**src/rtl/byte_frame_sequencer.sv**
```systemverilog
// Sequences a NUM_BYTES frame into a byte-wide UART transmitter, one trmt/tx_done
// handshake per byte, with a programmable idle gap between bytes.
module byte_frame_sequencer #(
    parameter int NUM_BYTES  = 4,
    parameter int GAP_CYCLES = 16
) (
    input  logic                   clk,
    input  logic                   rst,
    input  logic                   start_async,
    input  logic [8*NUM_BYTES-1:0] frame_data,
    input  logic                   tx_done,
    output logic                   trmt,
    output logic [7:0]             tx_data,
    output logic                   busy,
    output logic                   frame_done,
    output logic                   overrun
);
    localparam int              IW       = (NUM_BYTES > 1) ? $clog2(NUM_BYTES) : 1;
    localparam logic [IW-1:0]   LAST_IDX = IW'(NUM_BYTES - 1);
    localparam logic [15:0]     GAP_LOAD = 16'(GAP_CYCLES);

    typedef enum logic [2:0] {
        S_IDLE,
        S_SEND,
        S_WAIT,
        S_GAP,
        S_DONE
    } state_t;

    state_t        r_state;
    state_t        w_state_nxt;
    logic          r_ff1;
    logic          r_ff2;
    logic          r_ff3;
    logic          w_start_edge;
    logic [7:0]    r_shadow [NUM_BYTES];
    logic [IW-1:0] r_idx;
    logic [IW-1:0] w_idx_nxt;
    logic [IW-1:0] w_idx_inc;
    logic [15:0]   r_gap;
    logic [15:0]   w_gap_nxt;
    logic [7:0]    r_tx_data;
    logic [7:0]    w_tx_data_nxt;
    logic          r_overrun;
    logic          w_capture;

    // Flops reset high so a line already high at reset release is not an edge.
    always_ff @(posedge clk) begin
        if (rst) begin
            r_ff1 <= 1'b1;
            r_ff2 <= 1'b1;
            r_ff3 <= 1'b1;
        end else begin
            r_ff1 <= start_async;
            r_ff2 <= r_ff1;
            r_ff3 <= r_ff2;
        end
    end

    assign w_start_edge = r_ff2 & ~r_ff3;
    assign w_idx_inc    = r_idx + 1'b1;

    always_ff @(posedge clk) begin
        if (rst) begin
            r_state   <= S_IDLE;
            r_idx     <= '0;
            r_gap     <= '0;
            r_tx_data <= '0;
            r_overrun <= 1'b0;
            for (int unsigned i = 0; i < NUM_BYTES; i++) begin
                r_shadow[i] <= '0;
            end
        end else begin
            r_state   <= w_state_nxt;
            r_idx     <= w_idx_nxt;
            r_gap     <= w_gap_nxt;
            r_tx_data <= w_tx_data_nxt;
            if (w_capture) begin
                for (int unsigned i = 0; i < NUM_BYTES; i++) begin
                    r_shadow[i] <= frame_data[8*i +: 8];
                end
            end
            if (w_capture) begin
                r_overrun <= 1'b0;
            end else if (w_start_edge && (r_state != S_IDLE)) begin
                r_overrun <= 1'b1;
            end
        end
    end

    // tx_data is only reloaded on the edge that enters SEND, so it holds through GAP.
    always_comb begin
        w_state_nxt   = r_state;
        w_idx_nxt     = r_idx;
        w_gap_nxt     = r_gap;
        w_tx_data_nxt = r_tx_data;
        w_capture     = 1'b0;
        case (r_state)
            S_IDLE: begin
                if (w_start_edge) begin
                    w_capture     = 1'b1;
                    w_idx_nxt     = '0;
                    w_tx_data_nxt = frame_data[7:0];
                    w_state_nxt   = S_SEND;
                end
            end
            S_SEND: begin
                w_state_nxt = S_WAIT;
            end
            S_WAIT: begin
                if (tx_done) begin
                    if (r_idx == LAST_IDX) begin
                        w_state_nxt = S_DONE;
                    end else begin
                        w_idx_nxt = w_idx_inc;
                        if (GAP_CYCLES == 0) begin
                            w_tx_data_nxt = r_shadow[w_idx_inc];
                            w_state_nxt   = S_SEND;
                        end else begin
                            w_gap_nxt   = GAP_LOAD;
                            w_state_nxt = S_GAP;
                        end
                    end
                end
            end
            S_GAP: begin
                w_gap_nxt = r_gap - 1'b1;
                if (r_gap == 16'd1) begin
                    w_tx_data_nxt = r_shadow[r_idx];
                    w_state_nxt   = S_SEND;
                end
            end
            S_DONE: begin
                w_state_nxt = S_IDLE;
            end
            default: begin
                w_state_nxt = S_IDLE;
            end
        endcase
    end

    assign trmt       = (r_state == S_SEND);
    assign busy       = (r_state != S_IDLE);
    assign frame_done = (r_state == S_DONE);
    assign tx_data    = r_tx_data;
    assign overrun    = r_overrun;

endmodule

```
**config.mk**
```make
export PLATFORM = sky130hd
export DESIGN_NAME = byte_frame_sequencer
export DESIGN_NICKNAME = d
export VERILOG_FILES = /design/src/rtl/byte_frame_sequencer.sv
export SDC_FILE = /design/constraint.sdc
export NUM_CORES = 1
export LEC_CHECK = 0
export ABC_AREA = 0
export CELL_PAD_IN_SITES_DETAIL_PLACEMENT = 0
export CELL_PAD_IN_SITES_GLOBAL_PLACEMENT = 1
export CORE_MARGIN = 2
export CORE_UTILIZATION = 25
export CTS_BUF_LIST = sky130_fd_sc_hd__clkbuf_4 sky130_fd_sc_hd__clkbuf_8
export CTS_CLUSTER_DIAMETER = 100
export DETAILED_ROUTE_END_ITERATION = 16
export PLACE_DENSITY = 0.62
export SYNTH_ARGS = -nofsm -noshare
export SYNTH_HDL_FRONTEND = slang
export SYNTH_SLANG_ARGS = --single-unit
```
**constraint.sdc**
```tcl
create_clock -name clk -period 3.8 [get_ports clk]
set_clock_uncertainty 0.15 [all_clocks]
set_input_delay 0.76 -clock clk [delete_from_list [all_inputs] [get_ports clk]]
set_output_delay 0.76 -clock clk [all_outputs]
set_load 0.01 [all_outputs]
```
# --- After elaboration in Yosys (flattened, before gate mapping) ---
# Memories as Yosys holds them, arrays and structs flattened. A register that Yosys moved wholly into a read port is not among the register bits.
# Cells that the tools add are included.
word_totals:
  rom_bits: 0
  register_bits: 33
  latchBits: 0
  memories: 1
  output_inout_bits: 12
  ram_bits: 32
  wordCells: 66
  inputBits: 36
memory_table:
  columns: ["name", "words", "width", "rd", "rd_clocked_by_memory_dff", "write_ports", "line_no", "text"]
  rows:
  - ["r_shadow", 4, 8, 1, 1, 4, "36", "logic [7:0] r_shadow [NUM_BYTES];"]
op_classes:
  div: 0
  mux: 28
  n_addsub: 2
  magnitude_cmp: 0
  multipliers: 0
  shift: 0
  n_reduce_logical: 11
  bitwise_logic: 6
  eq_ne: 10
ops:
  columns: ["cell", "n"]
  rows:
  - ["2-to-1 mux 8 bit", 6]
  - ["2-to-1 mux 16 bit", 2]
  - ["one-hot mux 16 bit (2 select lines)", 1]
  - ["equality test 16 x 1 -> 1 bit, second input constant", 1]
  - ["one-hot mux 8 bit (2 select lines)", 1]
  - ["subtractor 16 x 1 -> 16 bit, second input constant", 1]
  - ["2-to-1 mux 3 bit", 4]
  - ["one-hot mux 3 bit (4 select lines)", 1]
  - ["2-to-1 mux 2 bit", 5]
  - ["AND reduction 3 bit", 3]
  - ["!= test 2 bit, second input constant", 4]
  - ["2-to-1 mux 1 bit", 7]
  - ["equality test 3 x 2 -> 1 bit, second input constant", 2]
  - ["nonzero test 2 bit", 3]
  - ["OR 1 bit", 4]
  - ["one-hot mux 2 bit (2 select lines)", 1]
  - ["AND reduction 4 bit", 1]
  - ["equality test 3 x 1 -> 1 bit, second input constant", 1]
  - ["equality test 3 bit, second input constant", 1]
  - ["zero test 3 bit", 1]
  - ["nonzero test 3 bit", 1]
  - ["adder 2 x 1 -> 2 bit, second input constant", 1]
  - ["equality test 2 bit, second input constant", 1]
  - ["OR reduction 2 bit", 1]
  - ["3 further kinds", 3]

# --- Longest topological paths before layout ---
depth:
  ltp_word: 8
  mapped_depth: 7
  mapped_depth_nobuf: 6

# --- Worst setup path before layout ---
# Ideal clock, no wire load.
synth_path:
  path_type: "register to register"
  startpoint: "reg r_gap[4]"
  endpoint: "reg r_tx_data[0] (netlist: tx_data[0])"
  slack_ns: 1.233
  stages_incl_launch_ff: 7
  t_arrival_ns: 2.296
  setup_ns: 0.121
  path_cell_list: "dfxtp_1 > or4_1 > buf_2 > or4_4 > a221o_1 > buf_6 > mux2_4"
synth_via:
  elab_chain_cells: 3
synth_rtl:
  columns: ["item", "line_no", "text"]
  rows:
  - ["from (decl)", "40", "logic [15:0] r_gap;"]
  - ["from (signal assigned)", "76", "r_gap <= w_gap_nxt;"]
  - ["equality test 16 x 1 -> 1 bit", "128", "if (r_gap == 16'd1) begin"]
  - ["!= test 2 bit (no source line)", null, null]
  - ["AND reduction 3 bit (no source line)", null, null]
  - ["to (signal assigned)", "77", "r_tx_data <= w_tx_data_nxt;"]
  - ["to (decl)", "42", "logic [7:0] r_tx_data;"]
# No other way between the ends.
# A chain may end at the register's enable or synchronous reset.

# --- Worst setup path after layout ---
layout_path:
  startpoint: "in tx_done"
  endpoint: "reg r_gap[15]"
layout_via:
  elab_chain_cells: 2
layout_rtl:
  columns: ["item", "line_no", "text"]
  rows:
  - ["from (decl)", "11", "input logic tx_done,"]
  - ["!= test 2 bit (no source line)", null, null]
  - ["AND reduction 3 bit (no source line)", null, null]
# No other way between the ends.

==> impl_metrics.json <==
{
  "status": "finished clean",
  "finish.net_count": 348,
  "synth_ff_type": "dfxtp_1",
  "wl_per_cell_um": 13.4,
  "drt_wl_total_um": 6160,
  "first_iter_violations": 81,
  "post_cts_buffers": 0,
  "holdBufCountCts": 0,
  "use_met2_pct": 15.1,
  "critPathCaptureType": "register",
  "drv_cap": 0,
  "crit_fanout": 13,
  "finish.utilization_pct": 32.7,
  "finalMaxSlewViolations": 0,
  "clkTransAtPathRegs_ns": 0.08,
  "hold_violations": 0,
  "fin_tns_setup_ns": 0,
  "rsz0062_at_grt": "false",
  "ir_drop_mv": 0.162,
  "max_freq_ghz": 0.350,
  "grtUsageTotal_pct": 10.1,
  "synth-seq-cells": 67,
  "hpwlAfterDp_um": 4310,
  "grt_pass1_wl_um": 10300,
  "synth_seq_area_share_pct": 54.0,
  "hp-class": "reg2reg",
  "finalCriticalPeriod_ns": 2.86,
  "drive_gt1_share_pct": 15.9,
  "io_buffers": 47,
  "num_io_pins": 48,
  "cp.arrival_ns": 2.98,
  "grt_pass1_vias": 2041,
  "grt_max_degree": 33,
  "antenna_found_initial": 0,
  "slowest_stage": "or4_1",
  "syn2layout_area_growth_pct": 27.7,
  "clk-insertion-delay-late_ns": 0.35,
  "grt_overflow_total": 0,
  "synth_edf_count": 32,
  "fp.coreArea_um2": 12000,
  "antenna_left": 0,
  "cts.path.max_buffers": 2,
  "synth_most_common_cell": "dfxtp_1",
  "leakage_nw": 1.42,
  "avgViaCountPerCell": 4.49,
  "setup_viol": 0,
  "critical_path.top_delay_family": "simple AND/OR/NAND/NOR gates",
  "diodes": 0,
  "cp_num_buf_inv": 1,
  "ys_async_sr_fraction_pct": 0,
  "worstSetupStartpointType": "input pin",
  "core.rowCount": 40,
  "ys_types": 41,
  "tightest_slew_ns": 0.845,
  "final_cells": 461,
  "syn_inst": 266,
  "post_cts_resize_count": 0,
  "cp.required_ns": 3.93,
  "htreeDepth": 3,
  "yosys.area.top_type_share_pct": 31.2,
  "drc_errors": 0,
  "min_period_over_period_pct": 75.2,
  "firstDrtPassIters": 4,
  "crit_type": "in2reg",
  "cpPeakStageDelay_ns": 0.65,
  "initial_utilization_pct": 25.6,
  "grt_util_met1_pct": 13.4,
  "place.gp.congestion": 0.702,
  "path_cells": "clkdlybuf4s50_1 > nor2b_1 > o2111ai_1 > or4_1 > a21oi_1",
  "synth_warnings": 0,
  "syn_area_um2": 3080,
  "die_h_um": 115,
  "cts-root-buf": "clkbuf_8",
  "fin_hold_ws_ns": 0.264,
  "avgSynthCellArea_um2": 11.6,
  "cts_tree": "yes",
  "netlist_top_cells_count": "35 x dfxtp_1, 33 x and2_1, 32 x edfxtp_1, 17 x nor2_1, 16 x clkbuf_1",
  "syn_nets": 305,
  "tritoncts.num_buffers": 9,
  "fp.dieW_um": 115,
  "cts.sinks": 67,
  "busiest_layer": "met2",
  "die_area_um2": 13200,
  "met3_usage_pct": 2.85,
  "dp_cells": 445,
  "yosysTopAreaCell": "edfxtp_1",
  "netlist_top_cells_area": "edfxtp_1 31%, dfxtp_1 23%, and2_1 6.7%, mux4_2 5.9%, mux2_4 3.9%",
  "fillers": 1243,
  "slew_headroom_pct": 43.6,
  "num_vias": 2070,
  "power_density_nw_per_um2": 409
}
-- logic make-up (layout without fill, tap and decap cells) --
| group | count (synthesis) | in the layout | synth area share (%) |
|---|---|---|---|
| flops | 67 | 67 | 54.0 |
| mux | 24 | 24 | 12.4 |
| compound gates | 40 | 40 | 8.33 |
| xor+xnor | 2 | 2 | 0.569 |
| simple gates | 106 | 106 | 20.4 |
| buf+inv | 24 | 72 | 3.21 |
| fa+ha+maj | 3 | 3 | 1.22 |
-- power by group --
part           switching (W)  internal [W]
clock               0.000287      0.000455
combinational      0.0000328     0.0000532
sequential        0.00000643      0.000775
-- path summary, 6_finish.rpt --
kind | cells after the start | slack [ns] | startpoint | endpoint
worst max-delay path | 5 | 0.94 | tx_done | r_gap[15]
worst min-delay path | 1 | 0.26 | r_ff1 | r_ff2
worst max register to register | 4 | 0.95 | r_gap[4] | tx_data[3]
worst min register to register | 1 | 0.26 | r_ff1 | r_ff2
-- metal layers --
layer / share of wire [%] / up-vias
met3: 3.9 / 9
met5: 0 / -
li1: - / 1046
met2: 45 / 43
met1: 50 / 972
met4: 1.6 / 0
-- state kept, by name, summed over array words and instances (netlist names), named ones only --
name,flops
overrun,1
r_ff1,1
r_ff2,1
r_ff3,1
r_gap,16
r_idx,2
r_shadow,32
r_state,3
tx_data,8
-- worst register-to-register path: cells and delay by family (launching register included) --
family / cells / cell delay (ns)
simple gates: 2 / 1.26
compound gates: 1 / 0.58
flops: 1 / 0.38
mux: 1 / 0.38
-- cell usage in the layout, fill, tap and decap left out, drive strengths merged, types with 4 or more instances in the layout --
cell | synthesis | final
o21ai | 7 | 7
mux4 | 8 | 8
or4 | 9 | 9
clkbuf | 16 | 10
nor2 | 17 | 17
mux2 | 8 | 8
or3 | 8 | 8
mux2i | 8 | 8
o31ai | 5 | 5
edfxtp | 32 | 32
dfxtp | 35 | 35
nor3b | 4 | 4
or2 | 6 | 6
nor2b | 11 | 11
buf | 3 | 4
clkdlybuf4s50 | 0 | 47
inv | 5 | 6
and2 | 33 | 33
nand2 | 10 | 10
a21oi | 15 | 15
-- final cells by class --
type	count	area [um^2]	share of cell area (%)
clock buffer	10	138	3.50
clock inverter	6	111	2.83
inverter	5	18.8	0.477
timing repair buffer	51	500	12.7
tap	147	184	4.68
multi-input combinational	175	1320	33.5
sequential	67	1660	42.3
-- per-stage QoR --
step / setup slack [ns] / power [W] / area [um^2]
2_1_floorplan: 1.23 / 0.000833 / 3080
3_3_place_gp: 0.689 / 0.000884 / 3680
3_5_place_dp: 0.593 / 0.000886 / 3680
4_1_cts: 0.934 / 0.00164 / 3930
5_1_grt: 0.832 / 0.00167 / 3930
6_report: 0.944 / 0.00161 / 3930
Power figures use the tool's default switching activity.
